===== src/rtl/mips_pkg.sv =====
// Shared MIPS decode constants: ALU operation codes, opcode/funct/rt fields,
// and the decoded control bundle carried from ID into EX.
package mips_pkg;

  localparam logic [4:0] ALU_ADD  = 5'b00000;
  localparam logic [4:0] ALU_AND  = 5'b00001;
  localparam logic [4:0] ALU_XOR  = 5'b00010;
  localparam logic [4:0] ALU_OR   = 5'b00011;
  localparam logic [4:0] ALU_NOR  = 5'b00100;
  localparam logic [4:0] ALU_SUB  = 5'b00101;
  localparam logic [4:0] ALU_ANDI = 5'b00110;
  localparam logic [4:0] ALU_XORI = 5'b00111;
  localparam logic [4:0] ALU_ORI  = 5'b01000;
  localparam logic [4:0] ALU_JR   = 5'b01001;
  localparam logic [4:0] ALU_BEQ  = 5'b01010;
  localparam logic [4:0] ALU_BNE  = 5'b01011;
  localparam logic [4:0] ALU_BGEZ = 5'b01100;
  localparam logic [4:0] ALU_BGTZ = 5'b01101;
  localparam logic [4:0] ALU_BLEZ = 5'b01110;
  localparam logic [4:0] ALU_BLTZ = 5'b01111;
  localparam logic [4:0] ALU_SLL  = 5'b10000;
  localparam logic [4:0] ALU_SRL  = 5'b10001;
  localparam logic [4:0] ALU_SRA  = 5'b10010;
  localparam logic [4:0] ALU_SLT  = 5'b10011;
  localparam logic [4:0] ALU_SLTU = 5'b10100;

  localparam logic [5:0] OP_RTYPE  = 6'b000000;
  localparam logic [5:0] OP_REGIMM = 6'b000001;
  localparam logic [5:0] OP_BEQ    = 6'b000100;
  localparam logic [5:0] OP_BNE    = 6'b000101;
  localparam logic [5:0] OP_BLEZ   = 6'b000110;
  localparam logic [5:0] OP_BGTZ   = 6'b000111;
  localparam logic [5:0] OP_ADDI   = 6'b001000;
  localparam logic [5:0] OP_ADDIU  = 6'b001001;
  localparam logic [5:0] OP_SLTI   = 6'b001010;
  localparam logic [5:0] OP_SLTIU  = 6'b001011;
  localparam logic [5:0] OP_ANDI   = 6'b001100;
  localparam logic [5:0] OP_ORI    = 6'b001101;
  localparam logic [5:0] OP_XORI   = 6'b001110;
  localparam logic [5:0] OP_LW     = 6'b100011;
  localparam logic [5:0] OP_SW     = 6'b101011;

  localparam logic [5:0] FN_SLL  = 6'b000000;
  localparam logic [5:0] FN_SRL  = 6'b000010;
  localparam logic [5:0] FN_SRA  = 6'b000011;
  localparam logic [5:0] FN_SLLV = 6'b000100;
  localparam logic [5:0] FN_SRLV = 6'b000110;
  localparam logic [5:0] FN_SRAV = 6'b000111;
  localparam logic [5:0] FN_JR   = 6'b001000;
  localparam logic [5:0] FN_ADD  = 6'b100000;
  localparam logic [5:0] FN_ADDU = 6'b100001;
  localparam logic [5:0] FN_SUB  = 6'b100010;
  localparam logic [5:0] FN_SUBU = 6'b100011;
  localparam logic [5:0] FN_AND  = 6'b100100;
  localparam logic [5:0] FN_OR   = 6'b100101;
  localparam logic [5:0] FN_XOR  = 6'b100110;
  localparam logic [5:0] FN_NOR  = 6'b100111;
  localparam logic [5:0] FN_SLT  = 6'b101010;
  localparam logic [5:0] FN_SLTU = 6'b101011;

  localparam logic [4:0] RT_BLTZ = 5'b00000;
  localparam logic [4:0] RT_BGEZ = 5'b00001;

  typedef struct packed {
    logic [4:0]  aluCode;
    logic        aluSrcA;
    logic        aluSrcB;
    logic [31:0] immExt;
    logic [4:0]  shamt;
    logic        regWrite;
    logic        regDst;
    logic        memRead;
    logic        memWrite;
    logic        ovfEn;
    logic        illegal;
  } ctrl_t;

  localparam int CTRL_W = $bits(ctrl_t);

  // A bubble is all-zero control except the ALU code, which the EX stage expects to idle on.
  function automatic ctrl_t bubbleCtrl(input logic [4:0] code);
    ctrl_t c;
    c         = '0;
    c.aluCode = code;
    return c;
  endfunction

endpackage


===== src/rtl/id_decode_comb.sv =====
// Purely combinational MIPS instruction decode producing the ID/EX control bundle.
module id_decode_comb
  import mips_pkg::*;
#(
  parameter logic [4:0] RESET_CODE = 5'b00000
) (
  input  logic [31:0]       Instruction,
  output logic [CTRL_W-1:0] Ctrl
);

  logic [5:0] w_op;
  logic [5:0] w_fn;
  logic [4:0] w_rt;
  logic       w_unused;
  ctrl_t      w_ctrl;
  logic       w_legal;
  logic       w_iType;

  assign w_op     = Instruction[31:26];
  assign w_fn     = Instruction[5:0];
  assign w_rt     = Instruction[20:16];
  assign w_unused = ^Instruction[25:21];
  assign Ctrl     = w_ctrl;

  always_comb begin
    w_ctrl        = '0;
    w_legal       = 1'b1;
    w_iType       = 1'b0;
    w_ctrl.shamt  = Instruction[10:6];
    w_ctrl.immExt = {{16{Instruction[15]}}, Instruction[15:0]};

    case (w_op)
      OP_RTYPE: begin
        w_ctrl.regDst   = 1'b1;
        w_ctrl.regWrite = 1'b1;
        case (w_fn)
          FN_ADD:  begin w_ctrl.aluCode = ALU_ADD; w_ctrl.ovfEn = 1'b1; end
          FN_ADDU: w_ctrl.aluCode = ALU_ADD;
          FN_SUB:  begin w_ctrl.aluCode = ALU_SUB; w_ctrl.ovfEn = 1'b1; end
          FN_SUBU: w_ctrl.aluCode = ALU_SUB;
          FN_AND:  w_ctrl.aluCode = ALU_AND;
          FN_OR:   w_ctrl.aluCode = ALU_OR;
          FN_XOR:  w_ctrl.aluCode = ALU_XOR;
          FN_NOR:  w_ctrl.aluCode = ALU_NOR;
          FN_SLT:  w_ctrl.aluCode = ALU_SLT;
          FN_SLTU: w_ctrl.aluCode = ALU_SLTU;
          FN_SLL:  begin w_ctrl.aluCode = ALU_SLL; w_ctrl.aluSrcA = 1'b1; end
          FN_SLLV: w_ctrl.aluCode = ALU_SLL;
          FN_SRL:  begin w_ctrl.aluCode = ALU_SRL; w_ctrl.aluSrcA = 1'b1; end
          FN_SRLV: w_ctrl.aluCode = ALU_SRL;
          FN_SRA:  begin w_ctrl.aluCode = ALU_SRA; w_ctrl.aluSrcA = 1'b1; end
          FN_SRAV: w_ctrl.aluCode = ALU_SRA;
          FN_JR:   begin w_ctrl.aluCode = ALU_JR; w_ctrl.regWrite = 1'b0; end
          default: w_legal = 1'b0;
        endcase
      end
      OP_ADDI:  begin w_iType = 1'b1; w_ctrl.aluCode = ALU_ADD; w_ctrl.ovfEn = 1'b1; end
      OP_ADDIU: begin w_iType = 1'b1; w_ctrl.aluCode = ALU_ADD; end
      OP_SLTI:  begin w_iType = 1'b1; w_ctrl.aluCode = ALU_SLT; end
      OP_SLTIU: begin w_iType = 1'b1; w_ctrl.aluCode = ALU_SLTU; end
      OP_ANDI:  begin w_iType = 1'b1; w_ctrl.aluCode = ALU_ANDI; w_ctrl.immExt = {16'h0000, Instruction[15:0]}; end
      OP_ORI:   begin w_iType = 1'b1; w_ctrl.aluCode = ALU_ORI;  w_ctrl.immExt = {16'h0000, Instruction[15:0]}; end
      OP_XORI:  begin w_iType = 1'b1; w_ctrl.aluCode = ALU_XORI; w_ctrl.immExt = {16'h0000, Instruction[15:0]}; end
      OP_LW:    begin w_iType = 1'b1; w_ctrl.aluCode = ALU_ADD; w_ctrl.memRead = 1'b1; end
      OP_SW:    begin w_iType = 1'b1; w_ctrl.aluCode = ALU_ADD; w_ctrl.memWrite = 1'b1; end
      OP_BEQ:   w_ctrl.aluCode = ALU_BEQ;
      OP_BNE:   w_ctrl.aluCode = ALU_BNE;
      OP_BLEZ:  w_ctrl.aluCode = ALU_BLEZ;
      OP_BGTZ:  w_ctrl.aluCode = ALU_BGTZ;
      OP_REGIMM: begin
        if (w_rt == RT_BGEZ)      w_ctrl.aluCode = ALU_BGEZ;
        else if (w_rt == RT_BLTZ) w_ctrl.aluCode = ALU_BLTZ;
        else                      w_legal = 1'b0;
      end
      default: w_legal = 1'b0;
    endcase

    // Stores are the only immediate-operand instruction that does not write a register.
    if (w_iType) begin
      w_ctrl.aluSrcB  = 1'b1;
      w_ctrl.regWrite = ~w_ctrl.memWrite;
    end

    if (!w_legal) begin
      w_ctrl.aluCode  = RESET_CODE;
      w_ctrl.aluSrcA  = 1'b0;
      w_ctrl.aluSrcB  = 1'b0;
      w_ctrl.regDst   = 1'b0;
      w_ctrl.regWrite = 1'b0;
      w_ctrl.memRead  = 1'b0;
      w_ctrl.memWrite = 1'b0;
      w_ctrl.ovfEn    = 1'b0;
      w_ctrl.illegal  = 1'b1;
    end
  end

endmodule


===== src/rtl/id_ex_decoder.sv =====
// ID/EX pipeline register around the combinational decoder, with
// reset > flush > stall > load priority and bubble insertion.
module id_ex_decoder
  import mips_pkg::*;
#(
  parameter logic [4:0] RESET_CODE = 5'b00000
) (
  input  logic        clk,
  input  logic        reset,
  input  logic [31:0] Instruction,
  input  logic        ValidIn,
  input  logic        Stall,
  input  logic        Flush,
  output logic [4:0]  ALUCode,
  output logic        ALUSrcA,
  output logic        ALUSrcB,
  output logic [31:0] ImmExt,
  output logic [4:0]  Shamt,
  output logic        RegWrite,
  output logic        RegDst,
  output logic        MemRead,
  output logic        MemWrite,
  output logic        OvfEn,
  output logic        ValidOut,
  output logic        Illegal
);

  logic [CTRL_W-1:0] w_decBits;
  ctrl_t             w_dec;
  ctrl_t             r_ctrl;
  logic              r_valid;

  id_decode_comb #(
    .RESET_CODE (RESET_CODE)
  ) uDecode (
    .Instruction (Instruction),
    .Ctrl        (w_decBits)
  );

  assign w_dec = w_decBits;

  // Flush wins over stall so a squashed instruction never lingers in EX.
  always_ff @(posedge clk) begin
    if (reset) begin
      r_ctrl  <= bubbleCtrl(RESET_CODE);
      r_valid <= 1'b0;
    end else if (Flush) begin
      r_ctrl  <= bubbleCtrl(RESET_CODE);
      r_valid <= 1'b0;
    end else if (!Stall) begin
      if (ValidIn) begin
        r_ctrl  <= w_dec;
        r_valid <= 1'b1;
      end else begin
        r_ctrl  <= bubbleCtrl(RESET_CODE);
        r_valid <= 1'b0;
      end
    end
  end

  assign ALUCode  = r_ctrl.aluCode;
  assign ALUSrcA  = r_ctrl.aluSrcA;
  assign ALUSrcB  = r_ctrl.aluSrcB;
  assign ImmExt   = r_ctrl.immExt;
  assign Shamt    = r_ctrl.shamt;
  assign RegWrite = r_ctrl.regWrite;
  assign RegDst   = r_ctrl.regDst;
  assign MemRead  = r_ctrl.memRead;
  assign MemWrite = r_ctrl.memWrite;
  assign OvfEn    = r_ctrl.ovfEn;
  assign Illegal  = r_ctrl.illegal;
  assign ValidOut = r_valid;

endmodule


===== config.mk =====
export PLATFORM = sky130hd
export DESIGN_NAME = id_ex_decoder
export DESIGN_NICKNAME = d
export VERILOG_FILES = /design/src/rtl/mips_pkg.sv /design/src/rtl/id_decode_comb.sv /design/src/rtl/id_ex_decoder.sv
export SDC_FILE = /design/constraint.sdc
export NUM_CORES = 1
export LEC_CHECK = 0
export ABC_CLOCK_PERIOD_IN_PS = 2100
export CORE_ASPECT_RATIO = 1.25
export CORE_MARGIN = 2
export CORE_UTILIZATION = 25
export DETAILED_ROUTE_END_ITERATION = 10
export PLACE_DENSITY = 0.5
export SLEW_MARGIN = 10
export SYNTH_ARGS = -nofsm -noshare
export SYNTH_HDL_FRONTEND = slang
export SYNTH_HIERARCHICAL = 1
export SYNTH_SLANG_ARGS = --single-unit

===== constraint.sdc =====
create_clock -name clk -period 2.1 [get_ports clk]
set_input_delay 0.42 -clock clk [delete_from_list [all_inputs] [get_ports clk]]
set_output_delay 0.42 -clock clk [all_outputs]
set_load 0.005 [all_outputs]

# Yosys cells after proc, flatten, opt, wreduce, memory -nomap -nowiden
# Cells that the tools add are included.
[totals]
reg_bits = 51
in_bits = 37
output_inout_bits = 51
word_cells = 82
[classes]
eq_ne = 31
muxes = 24
bitwise_logic = 1
n_reduce_logical = 14
[ops]
columns = ["cell", "n"]
rows = [
  ["case mux 5 bit (11 select lines)", 2],
  ["equality test 6 bit (second input constant)", 12],
  ["two-way mux 50 bit", 1],
  ["equality test 6 x 4 -> 1 bit (second input constant)", 8],
  ["equality test 6 x 3 -> 1 bit (second input constant)", 7],
  ["two-way mux 32 bit", 1],
  ["OR reduction 17 bit", 1],
  ["two-way mux 1 bit", 13],
  ["OR reduction 13 bit", 1],
  ["equality test 6 x 2 -> 1 bit (second input constant)", 2],
  ["logical NOT 6 bit", 2],
  ["OR reduction 2 bit", 6],
  ["OR reduction 9 bit", 1],
  ["two-way mux 7 bit", 1],
  ["equality test 6 x 1 -> 1 bit (second input constant)", 1],
  ["two-way mux 6 bit", 1],
  ["OR reduction 3 bit", 2],
  ["equality test 5 x 1 -> 1 bit (second input constant)", 1],
  ["logical NOT 5 bit", 1],
  ["two-way mux 5 bit", 1],
  ["two-way mux 4 bit", 1],
  ["case mux 1 bit (3 select lines)", 1],
  ["two-way mux 2 bit", 1],
  ["case mux 1 bit (2 select lines)", 1],
  ["NOT 1 bit", 1],
]

# Depth between registers and ports, before layout
# Gate-level depths: netlist of run 1.
[logic_depth]
word_depth = 6
ltp_mapped = 8
ltp_nobuf = 7

# By module
# The synthesis of run 1 kept the hierarchy.
[by_module_without_submodules]
columns = ["mod", "n_inst", "cells_per_inst", "area_per_inst_um2", "seq_area_each_um2"]
rows = [
  ["id_ex_decoder", 1, 227, 2199.6, 1021.0],
  ["id_decode_comb", 1, 125, 852.1, 0.0],
]

# Worst setup path before layout of run 1
# Ideal clock, no wire load.
[synth_timing]
kind = "input port to flip-flop"
start = "input port Instruction[27]"
end = "register r_ctrl (netlist bit ImmExt[17])"
setup_time_ns = 0.066
arrival_ns = 1.808
t_required_ns = 2.034
path_slack_ns = 0.226
path_stages = 6
n_path_buf = 2
cell_sequence = "buf_6 -> nand2_2 -> a41oi_1 -> buf_4 -> nand3b_1 -> a21oi_2"
[synth_lines]
columns = ["element", "line_no", "rtl"]
rows = [
  ["start: declaration", "id_ex_decoder.sv:10", "input logic [31:0] Instruction,"],
  ["end signal: assignment", "id_ex_decoder.sv:45", "r_ctrl <= bubbleCtrl(RESET_CODE);"],
  ["end signal: assignment", "id_ex_decoder.sv:48", "r_ctrl <= bubbleCtrl(RESET_CODE);"],
  ["end signal: assignment", "id_ex_decoder.sv:52", "r_ctrl <= w_dec;"],
  ["end: declaration", "id_ex_decoder.sv:30", "ctrl_t r_ctrl;"],
]

==> results of run 1 <==
flip-flops by register name, summed over array words and instances, names as in the netlist:
register / cells
RegDst: 1
MemRead: 1
MemWrite: 1
RegWrite: 1
ALUSrcA: 1
ValidOut: 1
ImmExt: 32
ALUCode: 5
ALUSrcB: 1
Illegal: 1
OvfEn: 1
Shamt: 5
layout by cell type (no fill, tap or decap), drive strengths merged, types with 2 or more instances in the layout:
| cell | instances |
|---|---|
| and3 | 3 |
| clkbuf | 7 |
| clkdlybuf4s50 | 79 |
| buf | 32 |
| nor3 | 6 |
| nand2b | 4 |
| a21oi | 55 |
| nand3b | 51 |
| nor2 | 10 |
| nand2 | 61 |
| o211ai | 2 |
| a21boi | 2 |
| o21ai | 5 |
| a41oi | 2 |
| inv | 6 |
| nor4 | 6 |
| dfxtp | 51 |
| nand3 | 2 |
| o2bb2ai | 2 |
| mux2i | 3 |
per-layer routing:
metal / vias up / wire, µm / track usage / part of all wire
met4: 0 / 140 / 0.04025 / 0.018
li1: 1270 / - / - / -
met2: 62 / 3840 / 0.2065 / 0.50
met5: - / 0 / 0 / 0
met1: 1188 / 3488 / 0.1479 / 0.45
met3: 8 / 286 / 0.01805 / 0.037
per-stage QoR:
| step | instances | total power, µW |
|---|---|---|
| final | 570 | 2166 |
| after global routing | 570 | 2284 |
| after CTS | 570 | 2219 |
| after detailed placement | 562 | 1389 |
| after global placement | 562 | 1387 |
| after floorplan | 352 | 1271 |
kinds of logic after synthesis:
group                      after synthesis
AOI/OAI and AO/OA                       76
adders and majority gates                1
buffers and inverters                   72
DFF                                     51
muxes                                    3
and+or+nand+nor                        149
Yosys cell counts, drive strengths merged:
cell      n
o31ai     1
nand2b    4
nor4      6
dfxtp    51
o2bb2ai   2
o221ai    1
a41oi     2
a21boi    2
and3b     1
o21a      1
clkbuf    3
o211ai    2
nor3      6
mux2i     3
a21bo     1
or2       1
inv       6
buf      63
and2b     1
a31oi     1
and3      3
a2111oi   1
nand3b   51
nand2    61
nand3     2
o22ai     1
maj3      1
nor2     10
a21oi    55
nor2b     1
a31o      1
o21ai     5
nand4     1
or3       1
path summary, 6_finish.rpt:
| check | endpoint | slack (ps) | cells after the start |
|---|---|---|---|
| setup / recovery | RegWrite | 200 | 8 |
| hold / removal | ALUCode[2] | 460 | 2 |
| setup reg to reg | Shamt[2] | 1480 | 2 |
| hold reg to reg | ALUCode[2] | 460 | 2 |
area by class of cell:
cell class / instances / share of cell area
clock inverters: 1 / 0.001247
repair buffers: 112 / 0.2713
inverters: 6 / 0.005613
clock buffers: 7 / 0.03305
well taps: 164 / 0.05114
multi-input cells: 229 / 0.3832
flip-flops and latches: 51 / 0.2544
worst max-delay path: stages:
cell and delay [ps]:
clkdlybuf4s50_1 490, nor3_2 340, nand3b_4 150, nor3_4 240
nand2b_1 160, a21bo_1 110, nand3b_1 80, a21oi_2 130
power groups by stage:
stage	combinational, µW	clock, µW	sequential (µW)
floorplan	257	0	1010
global placement	373	0	1010
detailed placement	376	0	1010
CTS	377	851	991
global route	406	886	993
finish	372	802	991
==> impl_metrics.toml, run 1 <==
[status]
status = "complete, no violations"

[die]
die_x_um = 102.8
coreArea_mm2 = 0.01205
pin_count = 88
die_y_um = 127.5
die-area_mm2 = 0.01311
initial_core_util = 0.2533
rows = 45

[routing]
drt-total-wl_um = 7756
post_drt_wl_per_cell_um = 13.61
first_pass_iters = 4
viasPerCell = 4.435
ant_nets = 0
vias = 2528
drc = 0
dr.first_iter.drc_count = 149

[cts]
cts_setup_buffers = 0
clock_latency_ps = 290
cts_tree = "yes"
cts_resized = 0
cts_root_buf = "clkbuf_16"
clock-sinks = 51
clkSlewWorstSetupHoldPaths_ps = 70
clock_path_buffers = 2
numCtsBuffers = 5
cts_hold_buf = 0
cts_max_level = 2

[sta]
finClkSkew_ps = 0
finalSetupViolCount = 0
setup_ws_ps = 197.9
rsz0062_at_grt = "no"
finalCriticalPeriod_ps = 1902
drv_slew = 0
fmax_mhz = 525.7
fin_crit_sh = 0.9058
finalHoldViolCount = 0
max_slew_margin = 0.6240
timing.hold.ws_ps = 458.2
final.setup.tns_ps = 0
worstMarginPinSlew_ps = 564.0

[pwr]
irDropWorstVdd_mv = 0.2741
switchingPower_uw = 556.3
swShare = 0.2568
power_leakage_uw = 0.001305
p_int_uw = 1610
p_seq_frac = 0.458
p_clk_frac = 0.370
p_comb_frac = 0.172
power_density_mw_per_mm2 = 539.8

[finish]
final_area_mm2 = 0.004013
diodes = 0
layout.nets = 442
final_core_util = 0.3330
regArea_mm2 = 0.001021
multi_input_area_mm2 = 0.001538
drive_gt1_frac = 0.2389
area_delta_synth_final_pct = 31.49
fill_cells = 1306

[min_path]
min_from = "ALUCode[2]"
hold_class = "reg2reg"

[setup_path]
path_max_fanout = 4
startpoint_type = "input port"
critical_path_class = "in2reg"
cp.required_ps = 2330
crit_path_end_kind = "flip-flop"
crit_start = "Instruction[26]"
arrival_ps = 2130
r2r-start = "Shamt[2]"

[run]
drv_cap = 0

[synth]
synth.area.mux_share = 0.009840
synth_cell_types = 46
synth_xor_area_frac = 0
syn_area_per_cell_um2 = 8.670
yosysWarnings = 6
syn_nets = 389
synth_top_family_by_area = "simple AND/OR/NAND/NOR gates"
synth-simple-area-share = 0.2837
synth_fa_ha_area_frac = 0.003280
synth_top_cell_by_area = "dfxtp_1"
synth_top_area_frac = 0.3346
yosysSeqAreaShare = 0.3346
ys_top_cells_by_area = "dfxtp_1 33%, a21oi_2 14%, nand3b_1 12%"
synth_compound_area_frac = 0.2071
synth_seq_cells = 51
synth_cells = 352
synth.cell_area_mm2 = 0.003052

[grt]
globalRouteTotalUtil = 0.1188
grt-ovfl-total = 0
grt_max_degree = 52
grt_pass1_vias = 2416
antenna_found_initial = 0
grt_pass1_wl_um = 12220

[placed_design]
hpwl_um = 5271
dpl_worst_slack_ps = -143.0
gp_congestion = 0.8483
dpl-instance-area_mm2 = 0.003872
io_buffers = 82
Note: power is estimated with default switching activity, not from simulation.
==> inputs of run 2 (changes only) <==
--- a/config.mk
+++ b/config.mk
@@ -10,6 +10,7 @@
 export CORE_MARGIN = 2
 export CORE_UTILIZATION = 25
 export DETAILED_ROUTE_END_ITERATION = 10
+export GPL_ROUTABILITY_DRIVEN = 0
 export PLACE_DENSITY = 0.5
 export SLEW_MARGIN = 10
 export SYNTH_ARGS = -nofsm -noshare
==> results of run 2 <==
No change in the layout: final DEF, timing and power equal those of run 1.
==> inputs of run 3 (changes only) <==
--- a/config.mk
+++ b/config.mk
@@ -10,8 +10,8 @@
 export CORE_MARGIN = 2
 export CORE_UTILIZATION = 25
 export DETAILED_ROUTE_END_ITERATION = 10
+export DONT_BUFFER_PORTS = 1
 export GPL_ROUTABILITY_DRIVEN = 0
-export PLACE_DENSITY = 0.5
 export SLEW_MARGIN = 10
 export SYNTH_ARGS = -nofsm -noshare
 export SYNTH_HDL_FRONTEND = slang
==> run 3 against run 2 <==
Worst setup slack gained 480 ps. Utilization shrank 8.7 points. Sequential power grew 0.5%. Global-route usage shrank 1.1 points. Largest cell class unchanged.
==> impl_metrics.toml, run 3 (same netlist as run 1, synthesis figures left out) <==
[sta]
finClkSkew_ps = 0
finalCriticalPeriod_ps = 1427
rsz0062_at_grt = "no"
max_slew_margin = 0.6301
drv_slew = 0
worstMarginPinSlew_ps = 554.9
timing.hold.ws_ps = 284.8
finalSetupViolCount = 0
finalHoldViolCount = 0
fin_crit_sh = 0.6794
fmax_mhz = 700.9
final.setup.tns_ps = 0

[finish]
largest_register_ffs = 32
area_delta_synth_final_pct = -2.829
final_cells = 461
layout.nets = 333
final_core_util = 0.2461
diodes = 0
final_area_mm2 = 0.002965
layout_commonest_cell = "nand2_1"
drive_gt1_frac = 0.2323
final_cell_mix = "60 x nand2_1, 51 x dfxtp_1, 50 x nand3b_1, 49 x a21oi_2, 10 x nor2_1"

[cts]
clock_path_buffers = 2
cts_max_level = 2
cts_root_buf = "clkbuf_16"
clkSlewWorstSetupHoldPaths_ps = 60
cts_tree = "yes"
numCtsBuffers = 5
cts_hold_buf = 0
cts_resized = 0
clock-sinks = 51
clock_latency_ps = 290
cts_setup_buffers = 0

[min_path]
min_delay_path_depth = 2
holdPathEnd = "ImmExt[14]"
min_from = "Stall"
hold_class = "in2reg"

[die]
die_x_um = 102.8
die_y_um = 127.5
initial_core_util = 0.2533
rows = 45
die-area_mm2 = 0.01311
coreArea_mm2 = 0.01205
pin_count = 88

[pwr]
power_density_mw_per_mm2 = 682.2
irDropWorstVdd_mv = 0.2510
p_int_uw = 1565
p_clk_frac = 0.427
p_seq_frac = 0.493
switchingPower_uw = 457.6
p_comb_frac = 0.081
swShare = 0.2262
power_leakage_uw = 0.0008557

[setup_path]
crit_chain = "nor4_1 > a21boi_1 > o2bb2ai_1 > nand2_1 > o31ai_1 > nand3b_1 > a21oi_1"
r2r_end = "ImmExt[4]"
r2r_cells = 2
max_stage_delay_ps = 470
critical_path_class = "in2reg"
startpoint_type = "input port"
path_max_fanout = 3
r2r_setup_slack_ps = 1410
cp.required_ps = 2320
slowest_stage = "nor4_1"
arrival_ps = 1650
crit_path_end_kind = "flip-flop"
r2r-start = "ImmExt[4]"

[routing]
ant_nets = 0
drt-total-wl_um = 7183
dr.first_iter.drc_count = 64
drc = 0
viasPerCell = 4.616
vias = 2128
first_pass_iters = 4
post_drt_wl_per_cell_um = 15.58

[placed_design]
dpl-instance-area_mm2 = 0.002809
hpwl_um = 4921
io_buffers = 0
placed_cells = 453

[grt]
antenna_found_initial = 0
grt_max_degree = 102
globalRouteTotalUtil = 0.1080
grt_pass1_wl_um = 10910
grt-ovfl-total = 0
grt_pass1_vias = 1975

[run]
drv_cap = 0

[status]
status = "complete, no violations"
[run 3: cell types whose count changed in the layout (fill, tap and decap cells not counted)]
cell,before,now
clkinv_2,1,0
dlymetal6s2s_1,1,0
buf_2,2,0
buf_4,26,3
clkbuf_1,2,1
clkbuf_8,0,2
clkdlybuf4s50_1,79,0
buf_12,4,0
[run 3: power by group through the flow]
stage               sequential (µW)  combinational [µW]  clock [µW]
floorplan                      1010                 257           0
global placement               1020                 160           0
detailed placement             1020                 165           0
CTS                             997                 165         904
global route                    998                 181         941
finish                          996                 163         863
[run 3: cell type report]
class                      count  area, µm²
clock buffer                   8      156.4
fill                        1343       9084
inverter                       6      22.52
multi-input combinational    229       1538
sequential                    51       1021
tap                          164      205.2
timing repair buffer           3      22.52
[run 3: how the worst max path moves through the flow]
| stage | startpoint | endpoint | slack [ps] | cells after the start |
|---|---|---|---|---|
| after floorplan | Instruction[27] | ImmExt[17] | 230 | 6 |
| after global placement | Instruction[17] | RegWrite | 380 | 7 |
| after detailed placement | Instruction[17] | ALUCode[2] | 380 | 7 |
| after CTS | Instruction[17] | ALUCode[2] | 680 | 7 |
| after global routing | Instruction[17] | ALUCode[2] | 580 | 7 |
| final | Instruction[17] | ALUCode[2] | 670 | 7 |
[run 3: metrics by stage]
stage,total power (µW),setup slack (ps)
after global routing,2120,580.1
after detailed placement,1184,380.0
after global placement,1179,384.1
final,2023,673.2
after CTS,2065,681.0
after floorplan,1271,225.8
[run 3: layer usage]
| layer | track usage | up-vias | share of wire |
|---|---|---|---|
| li1 | - | 1058 | - |
| met1 | 0.1258 | 989 | 0.41 |
| met2 | 0.1780 | 77 | 0.48 |
| met3 | 0.04540 | 4 | 0.098 |
| met4 | 0.03483 | 0 | 0.0078 |
| met5 | 0 | - | 0 |
[run 3: worst max-delay path: cells and delay by family]
kind	cells	cell delay [ps]
AO/OA/AOI/OAI	4	560
AND/OR/NAND/NOR	3	660
